`config.mk`:
```
export PLATFORM = sky130hd
export DESIGN_NAME = lab2_proc_iter_div_unit
export DESIGN_NICKNAME = d
export VERILOG_FILES = /design/src/rtl/lab2_proc_iter_div_unit.sv
export SDC_FILE = /design/constraint.sdc
export NUM_CORES = 1
export LEC_CHECK = 0
export BUFFER_PORTS_ARGS = -buffer_cell sky130_fd_sc_hd__buf_4
export CORE_UTILIZATION = 60
export DETAILED_ROUTE_END_ITERATION = 10
export GPL_TIMING_DRIVEN = 1
export PLACE_DENSITY = 0.78
export SYNTH_ARGS = -nofsm -noshare
export SYNTH_HDL_FRONTEND = slang
export SYNTH_SLANG_ARGS = --single-unit
```
`constraint.sdc`:
```
create_clock -name clk -period 3.85 [get_ports clk]
set_input_delay 0.385 -clock clk [delete_from_list [all_inputs] [get_ports clk]]
set_output_delay 0.385 -clock clk [all_outputs]
set_load 0.02 [all_outputs]
```
`src/rtl/lab2_proc_iter_div_unit.sv`:
```
// lab2_proc_iter_div_unit
//   Iterative 32-bit divide/remainder unit (DIV, DIVU, REM, REMU) for the
//   lab2 processor X stage. It uses restoring shift-subtract division and
//   produces one quotient bit per cycle. A request that fires in cycle t
//   gives a response in cycle t+33. Only one operation is in flight at a time.
//
// Ports
//   clk       in   clock, rising-edge
//   reset_n   in   asynchronous active-low reset
//   req_val   in   request valid
//   req_rdy   out  unit idle and able to accept a request
//   req_fn    in   [1:0] 0=DIV 1=DIVU 2=REM 3=REMU
//   req_a     in   [31:0] dividend
//   req_b     in   [31:0] divisor
//   resp_val  out  result valid (held until resp_rdy)
//   resp_rdy  in   consumer accepts result
//   resp_msg  out  [31:0] quotient or remainder
`timescale 1ns/1ps
module lab2_proc_iter_div_unit (
  input  logic        clk,
  input  logic        reset_n,
  input  logic        req_val,
  output logic        req_rdy,
  input  logic [1:0]  req_fn,
  input  logic [31:0] req_a,
  input  logic [31:0] req_b,
  output logic        resp_val,
  input  logic        resp_rdy,
  output logic [31:0] resp_msg
);

  typedef enum logic [1:0] {IDLE, CALC, DONE} state_t;
  typedef enum logic [1:0] {
    FN_DIV  = 2'd0,
    FN_DIVU = 2'd1,
    FN_REM  = 2'd2,
    FN_REMU = 2'd3
  } fn_t;

  state_t      state, state_nxt;
  fn_t         fn;
  logic [31:0] rem;
  logic [31:0] quo;
  logic [31:0] divisor;
  logic [4:0]  cnt;
  logic        quo_neg;
  logic        rem_neg;
  logic        b_zero;

  logic        req_fire;
  logic        resp_fire;

  assign req_fire  = req_val && req_rdy;
  assign resp_fire = resp_val && resp_rdy;

  // ---------------------------------------------------------------------
  // Operand preparation (IDLE, on request fire)
  // ---------------------------------------------------------------------
  logic        in_signed;
  logic        a_neg;
  logic        b_neg;
  logic [31:0] a_mag;
  logic [31:0] b_mag;

  always_comb begin
    in_signed = (req_fn == FN_DIV) || (req_fn == FN_REM);
    a_neg     = in_signed && req_a[31];
    b_neg     = in_signed && req_b[31];
    a_mag     = a_neg ? -req_a : req_a;
    b_mag     = b_neg ? -req_b : req_b;
  end

  // ---------------------------------------------------------------------
  // One restoring iteration
  // The bit shifted out of the remainder is kept as a 33rd bit. Without it,
  // divisors with bit 31 set would lose the carry. Any result that is kept
  // is below the divisor, so it always fits back into 32 bits.
  // ---------------------------------------------------------------------
  logic [32:0] rem_sh;
  logic        take;
  logic [31:0] rem_nxt;
  logic [31:0] quo_nxt;

  always_comb begin
    rem_sh  = {rem, quo[31]};
    take    = rem_sh >= {1'b0, divisor};
    rem_nxt = take ? 32'(rem_sh - {1'b0, divisor}) : rem_sh[31:0];
    quo_nxt = {quo[30:0], take};
  end

  // ---------------------------------------------------------------------
  // FSM: state register
  // ---------------------------------------------------------------------
  always_ff @(posedge clk or negedge reset_n) begin
    if (!reset_n) begin
      state <= IDLE;
    end else begin
      state <= state_nxt;
    end
  end

  // ---------------------------------------------------------------------
  // FSM: next-state logic
  // ---------------------------------------------------------------------
  always_comb begin
    state_nxt = state;
    unique case (state)
      IDLE: if (req_fire) state_nxt = CALC;
      CALC: if (cnt == 5'd31) state_nxt = DONE;
      DONE: if (resp_fire) state_nxt = IDLE;
      default: state_nxt = IDLE;
    endcase
  end

  // ---------------------------------------------------------------------
  // FSM: outputs
  // ---------------------------------------------------------------------
  always_comb begin
    req_rdy  = 1'b0;
    resp_val = 1'b0;
    unique case (state)
      IDLE:    req_rdy  = 1'b1;
      CALC:    ;
      DONE:    resp_val = 1'b1;
      default: ;
    endcase
  end

  // ---------------------------------------------------------------------
  // Datapath registers
  // ---------------------------------------------------------------------
  always_ff @(posedge clk or negedge reset_n) begin
    if (!reset_n) begin
      fn      <= FN_DIV;
      rem     <= '0;
      quo     <= '0;
      divisor <= '0;
      cnt     <= '0;
      quo_neg <= 1'b0;
      rem_neg <= 1'b0;
      b_zero  <= 1'b0;
    end else if (state == IDLE) begin
      if (req_fire) begin
        fn      <= fn_t'(req_fn);
        rem     <= '0;
        quo     <= a_mag;
        divisor <= b_mag;
        cnt     <= '0;
        quo_neg <= a_neg ^ b_neg;
        rem_neg <= a_neg;
        b_zero  <= (req_b == '0);
      end
    end else if (state == CALC) begin
      rem <= rem_nxt;
      quo <= quo_nxt;
      cnt <= cnt + 5'd1;
    end
  end

  // ---------------------------------------------------------------------
  // Sign fix-up
  // A zero divisor leaves quo = all ones and rem = |a|. Suppressing only the
  // quotient negation then gives the required divide-by-zero results.
  // Signed overflow needs no special case: |0x80000000| / 1 yields
  // 0x80000000 with remainder 0.
  // ---------------------------------------------------------------------
  always_comb begin
    resp_msg = '0;
    unique case (fn)
      FN_DIV:  resp_msg = (quo_neg && !b_zero) ? -quo : quo;
      FN_DIVU: resp_msg = quo;
      FN_REM:  resp_msg = rem_neg ? -rem : rem;
      FN_REMU: resp_msg = rem;
      default: resp_msg = '0;
    endcase
  end

endmodule

```
==> out/results.ini, run 1 <==
[global_route]
antenna_found_initial = 0
grt_start_max_net_pins = 66
grt_overflow_total = 0
grt_first_pass_wirelength_um = 41100
grt_pass1_vias = 8079
track_usage_pct = 32.4

[power_and_ir_drop]
p_comb_share_pct = 69.0
switchingPower_mw = 5.85
pwr-share-seq_pct = 22.7
p_int_mw = 5.62
power_density_mw_per_mm2 = 1100
sw_frac_of_total_pct = 51.0
clkPwrFrac_pct = 8.3
power_mw = 11.5
leakagePower_nw = 4.49
ir_drop_uv = 974

[run_status]
status = finished, final reports clean

[layout]
fin_cells = 1477
nFillCells = 1340
area_growth_pct = 13.0
antenna_cells = 0
nNetsFinal = 1397
layout_commonest_cell = o21ai_0
mostFrequentLayoutCells = o21ai_0 (165), nand2_1 (146), buf_4 (125)
regArea_mm2 = 0.00270
drive_above_1_share_pct = 12.7
multi_input_area_mm2 = 0.00605
fin_util_pct = 70.7

[routing]
wl_per_cell_um = 17.0
drc_errors = 0
postRouteAntennaNets = 0
vias = 9024
drt_iter0_drc = 808
routed_wl_um = 25100
first_pass_iters = 5
vias_per_cell = 6.11

[timing]
hold_viol = 0
setup_viol = 0
slew_violations = 0
slew_headroom_pct = 33.0
min_period_over_period_pct = 96.9
tns_ns = 0
fin_skew_ns = 0.00811
rsz0062_at_grt = no
max_freq_ghz = 0.268
tightest_slew_ns = 1.00
period_needed_ns = 3.73

[cts]
cts_tree = built
cts_buffer_depth = 2
hold_buffers = 0
clk_latency_ns = 0.37
ctsResizeCount = 0
clk_pin_slew_ns = 0.08
clock_sinks = 108
htreeDepth = 3
cts_setup_buffers = 0
cts_buffers = 9
root_buffer = clkbuf_16

[setup_path]
cp.required_ns = 3.46
crit_type = reg2out
worst_ep_arrival_time_ns = 3.35
slowest_stage = or4_4
end_kind = output port
cp_max_fo = 5
critPathLaunchType = register
worst-r2r-cell-count = 12
slowest_delay_ns = 0.58
r2r-end = rem[12]$_DFFE_PN0P_
crit_chain = or4_4, or3_4, nor2_4, nand2_2, o41ai_4, o21ai_2, o21bai_4, nor2_2, xor2_1, a21oi_1, buf_4
r2r-start = rem[14]$_DFFE_PN0P_
rrSetupSlack_ns = 0.38

[min_path]
min_path_type = in2async

[yosys]
synth_area_mm2 = 0.00924
synthArstFlopShare_pct = 100
syn-num-nets = 1328
synth_flop_cell = dfrtp_1
synth_edf_count = 0
syn_area_per_cell_um2 = 7.58
ys_ff_latch = 108
ys_warn_count = 0
synth_cells = 1219
synth.distinct_cells = 69
seq_area_frac_synth_pct = 29.3

[floorplan]
rows = 44
start_util_pct = 62.6
ios = 104
core-area_mm2 = 0.0148
die_h_um = 126
die_area_mm2 = 0.0159
fp.dieW_um = 126

[placement]
place_inst = 1461
gp_congestion = 0.983
hpwl_um = 19200
numPortBuffers = 103

[job]
drv_cap = 0

==> through the flow <==
stage,setup slack [ns],hold WS (ns),area (µm²)
final,0.119,0.0811,10400
after global routing,0.00295,0.162,10400
after CTS,0.113,0.116,10400
after detailed placement,0.486,0.471,10100
after global placement,0.578,0.463,10100
after floorplan,0.794,0.0894,9240
==> metal layers <==
metal | track usage [%] | vias up | routed length (µm)
met5 | 0 | - | 0
met4 | 8.08 | 0 | 393
met3 | 4.38 | 29 | 1280
met2 | 51.9 | 293 | 11700
met1 | 46.4 | 4296 | 11700
li1 | - | 4406 | -
==> synth_stat cells, types with 6 or more instances <==
| cell | n | area share [%] |
|---|---|---|
| o31ai_1 | 17 | 1.4 |
| o21bai_1 | 6 | 0.49 |
| nand2_1 | 147 | 6.0 |
| mux2i_1 | 7 | 0.76 |
| o21ai_0 | 165 | 8.9 |
| nor4_1 | 12 | 0.81 |
| nor3_1 | 26 | 1.4 |
| o21a_1 | 6 | 0.49 |
| a31oi_1 | 10 | 0.68 |
| nand3_1 | 37 | 2.0 |
| xor2_1 | 49 | 4.6 |
| inv_1 | 59 | 2.4 |
| ha_1 | 38 | 5.1 |
| a21o_1 | 15 | 1.2 |
| nor2b_1 | 10 | 0.68 |
| nand2b_1 | 14 | 0.95 |
| a22oi_1 | 24 | 2.0 |
| o41ai_1 | 8 | 0.76 |
| nor2_1 | 98 | 4.0 |
| a211oi_1 | 6 | 0.49 |
| a21oi_1 | 109 | 5.9 |
| xnor2_1 | 96 | 9.1 |
| clkbuf_1 | 59 | 2.4 |
| or3_1 | 9 | 0.61 |
| dfrtp_1 | 108 | 29 |
==> cell families (layout without fill, tap and decap cells) <==
family,after synthesis,after routing,synth area share (%)
AOI/OAI and AO/OA,401,401,25.7
xor gates and xnor gates,145,145,13.8
adders and majority gates,39,39,5.37
buffers and inverters,126,200,5.45
DFF,108,108,29.3
muxes,7,7,0.759
and+or+nand+nor,393,393,19.7
==> critical path: cells and delay by family (launching register included) <==
family / cells / cell delay [ns]
buffers and inverters: 1 / 0.22
DFF: 1 / 0.46
xor gates and xnor gates: 1 / 0.16
AOI/OAI and AO/OA: 4 / 0.83
and+or+nand+nor: 5 / 1.28
==> flip-flops by register name, summed over array words and instances (netlist names) <==
register / cells
fn: 2
quo_neg: 1
b_zero: 1
state: 2
quo: 32
rem_neg: 1
cnt: 5
rem: 32
divisor: 32
==> worst max-delay path by stage <==
| stage | startpoint | to | slack (ns) | depth (start not counted) |
|---|---|---|---|---|
| after floorplan | rem[6]$_DFFE_PN0P_ | resp_msg[31] | 0.79 | 10 |
| after global placement | rem[6]$_DFFE_PN0P_ | resp_msg[25] | 0.58 | 11 |
| after detailed placement | rem[14]$_DFFE_PN0P_ | rem[20]$_DFFE_PN0P_ | 0.49 | 11 |
| after CTS | rem[6]$_DFFE_PN0P_ | resp_msg[25] | 0.11 | 11 |
| after global routing | rem[14]$_DFFE_PN0P_ | rem[20]$_DFFE_PN0P_ | 0.003 | 11 |
| final | rem[6]$_DFFE_PN0P_ | resp_msg[25] | 0.12 | 11 |
==> power groups by stage <==
stage / logic, mW / registers (mW) / clock network [mW]
2_1_floorplan: 5.95 / 2.28 / 0
3_3_place_gp: 7.73 / 2.58 / 0
3_5_place_dp: 7.85 / 2.60 / 0
4_1_cts: 7.89 / 2.58 / 0.954
5_1_grt: 8.78 / 2.69 / 0.998
6_report: 7.92 / 2.60 / 0.950
==> cell type report <==
type	count	share of cell area (%)
inverter	59	2.12
tap	184	2.21
clock inverter	7	0.647
clock buffer	9	2.16
timing repair buffer	125	8.99
sequential	108	25.9
multi-input combinational	985	58.0
No activity file was read; power rests on OpenSTA's default activity.
==> run 2: changes to the inputs <==
PLACE_DENSITY = 0.86   (was 0.78)
==> run 2 against run 1 <==
- register-to-register slack got worse by 0.06 ns
- via count increased by 1.6%
- global-route usage decreased by 0.17 points
- critical endpoint is now resp_msg[30]
==> out/results.ini, run 2 (same netlist as run 1, synthesis figures left out) <==
[routing]
first_pass_iters = 6
vias_per_cell = 6.18
drc_errors = 0
drt_iter0_drc = 944
routed_wl_um = 25400
postRouteAntennaNets = 0
wl_per_cell_um = 17.1
vias = 9171

[cts]
htreeDepth = 3
clock_sinks = 108
clk_latency_ns = 0.37
hold_buffers = 0
cts_buffers = 9
clk_pin_slew_ns = 0.08
cts_buffer_depth = 2
cts_tree = built
root_buffer = clkbuf_16

[timing]
hold_viol = 0
tns_ns = 0
fin_skew_ns = 0.0136
tightest_slew_ns = 1.03
min_period_over_period_pct = 96.6
max_freq_ghz = 0.269
slew_violations = 0
setup_viol = 0
period_needed_ns = 3.72
slew_headroom_pct = 31.3
whs_ns = 0.0252

[layout]
drive_above_1_share_pct = 13.3
multi_input_area_mm2 = 0.00605
nFillCells = 1225
mostFrequentLayoutCells = o21ai_0 (165), nand2_1 (146), buf_4 (131)
regArea_mm2 = 0.00271
fin_util_pct = 71.1
area_growth_pct = 13.7
nNetsFinal = 1404
top_regs = divisor: 32 flops, quo: 32 flops, rem: 32 flops
layout_commonest_cell = o21ai_0
fin_cells = 1484
antenna_cells = 0

[floorplan]
fp.dieW_um = 126
start_util_pct = 62.6
ios = 104
core-area_mm2 = 0.0148
die_h_um = 126
rows = 44
die_area_mm2 = 0.0159

[global_route]
grt_util_met3_pct = 4.46
antenna_found_initial = 0
grt_pass1_vias = 8417
top_usage_layer = met2
grt_overflow_total = 0
track_usage_pct = 32.3
use_met2_pct = 51.1
grt_first_pass_wirelength_um = 41400
grt_start_max_net_pins = 66
met1_usage_pct = 46.2

[placement]
numPortBuffers = 103
place_inst = 1462
gp_congestion = 0.977
hpwl_um = 19300

[setup_path]
cp_num_buf_inv = 2
slowest_delay_ns = 0.46
r2r-end = rem[15]$_DFFE_PN0P_
cp_max_fo = 5
cp_top_family = simple AND/OR/NAND/NOR gates
worst-r2r-cell-count = 12
slowest_stage = or4_1
rrSetupSlack_ns = 0.32
crit_type = reg2out
critPathLaunchType = register
worst_ep_arrival_time_ns = 3.33
crit_chain = inv_1, ha_1, nand2_1, or4_1, nor2_1, nand3_1, o21ai_0, o21ai_0, xnor2_1, o21ai_0, buf_4
end_kind = output port
cp_common_cell = o21ai_0
cp.required_ns = 3.46
r2r-start = rem[14]$_DFFE_PN0P_

[power_and_ir_drop]
ir_drop_uv = 607
leakagePower_nw = 4.52
power_mw = 11.6
power_density_mw_per_mm2 = 1110

[job]
drv_cap = 0

[min_path]
min_path_type = in2async

[run_status]
status = finished, final reports clean

run 2: cell count changes in the layout (fill, tap and decap cells not counted):
cell / delta
buf_4: +6
dfrtp_1: -3
dfrtp_2: +3
clkinv_4: -2
inv_6: +2
a2111oi_0: -1
a2111oi_1: +1
buf_12: +1
clkinvlp_4: +1
inv_8: -1
o31ai_1: +1
o31ai_2: -1
run 2: timing repair:
item | in CTS | in global routing
endpoints found under the setup margin | 0 | 3
setup buffers | 0 | 6
gates resized for setup | 0 | 4
run 2: report_power, final:
group	switching [mW]	internal, mW
Combinational	4.64	3.46
Sequential	0.815	1.76
Clock	0.486	0.456
Total	5.94	5.68
run 2: worst max path at each step:
stage	to	slack, ns	cells past startpoint	start
global placement	rem[15]$_DFFE_PN0P_	0.53	12	rem[14]$_DFFE_PN0P_
floorplan	resp_msg[31]	0.79	10	rem[6]$_DFFE_PN0P_
detailed placement	rem[14]$_DFFE_PN0P_	0.39	11	rem[7]$_DFFE_PN0P_
finish	resp_msg[30]	0.13	11	quo[0]$_DFFE_PN0P_
CTS	resp_msg[31]	0.13	11	rem[6]$_DFFE_PN0P_
global route	resp_msg[31]	-0.02	11	rem[3]$_DFFE_PN0P_
run 2: metrics by stage:
stage | setup WS [ns] | area (µm²)
final | 0.131 | 10500
after global placement | 0.529 | 10200
after detailed placement | 0.394 | 10200
after global routing | -0.0175 | 10500
after floorplan | 0.794 | 9240
after CTS | 0.127 | 10400
run 2: layout make-up:
| type | instances | share of cell area [%] |
|---|---|---|
| Multi-Input combinational cell | 985 | 57.6 |
| Sequential cell | 108 | 25.8 |
| Timing Repair Buffer | 132 | 9.56 |
| Tap cell | 184 | 2.19 |
| Clock buffer | 9 | 2.15 |
| Inverter | 59 | 2.11 |
| Clock inverter | 7 | 0.608 |
run 2: per-layer routing:
| metal | wire [µm] | part of all wire (%) | up-vias |
|---|---|---|---|
| met4 | 419 | 1.6 | 0 |
| met2 | 11900 | 47 | 375 |
| li1 | - | - | 4431 |
| met5 | 0 | 0 | - |
| met3 | 1780 | 7.0 | 38 |
| met1 | 11300 | 45 | 4327 |
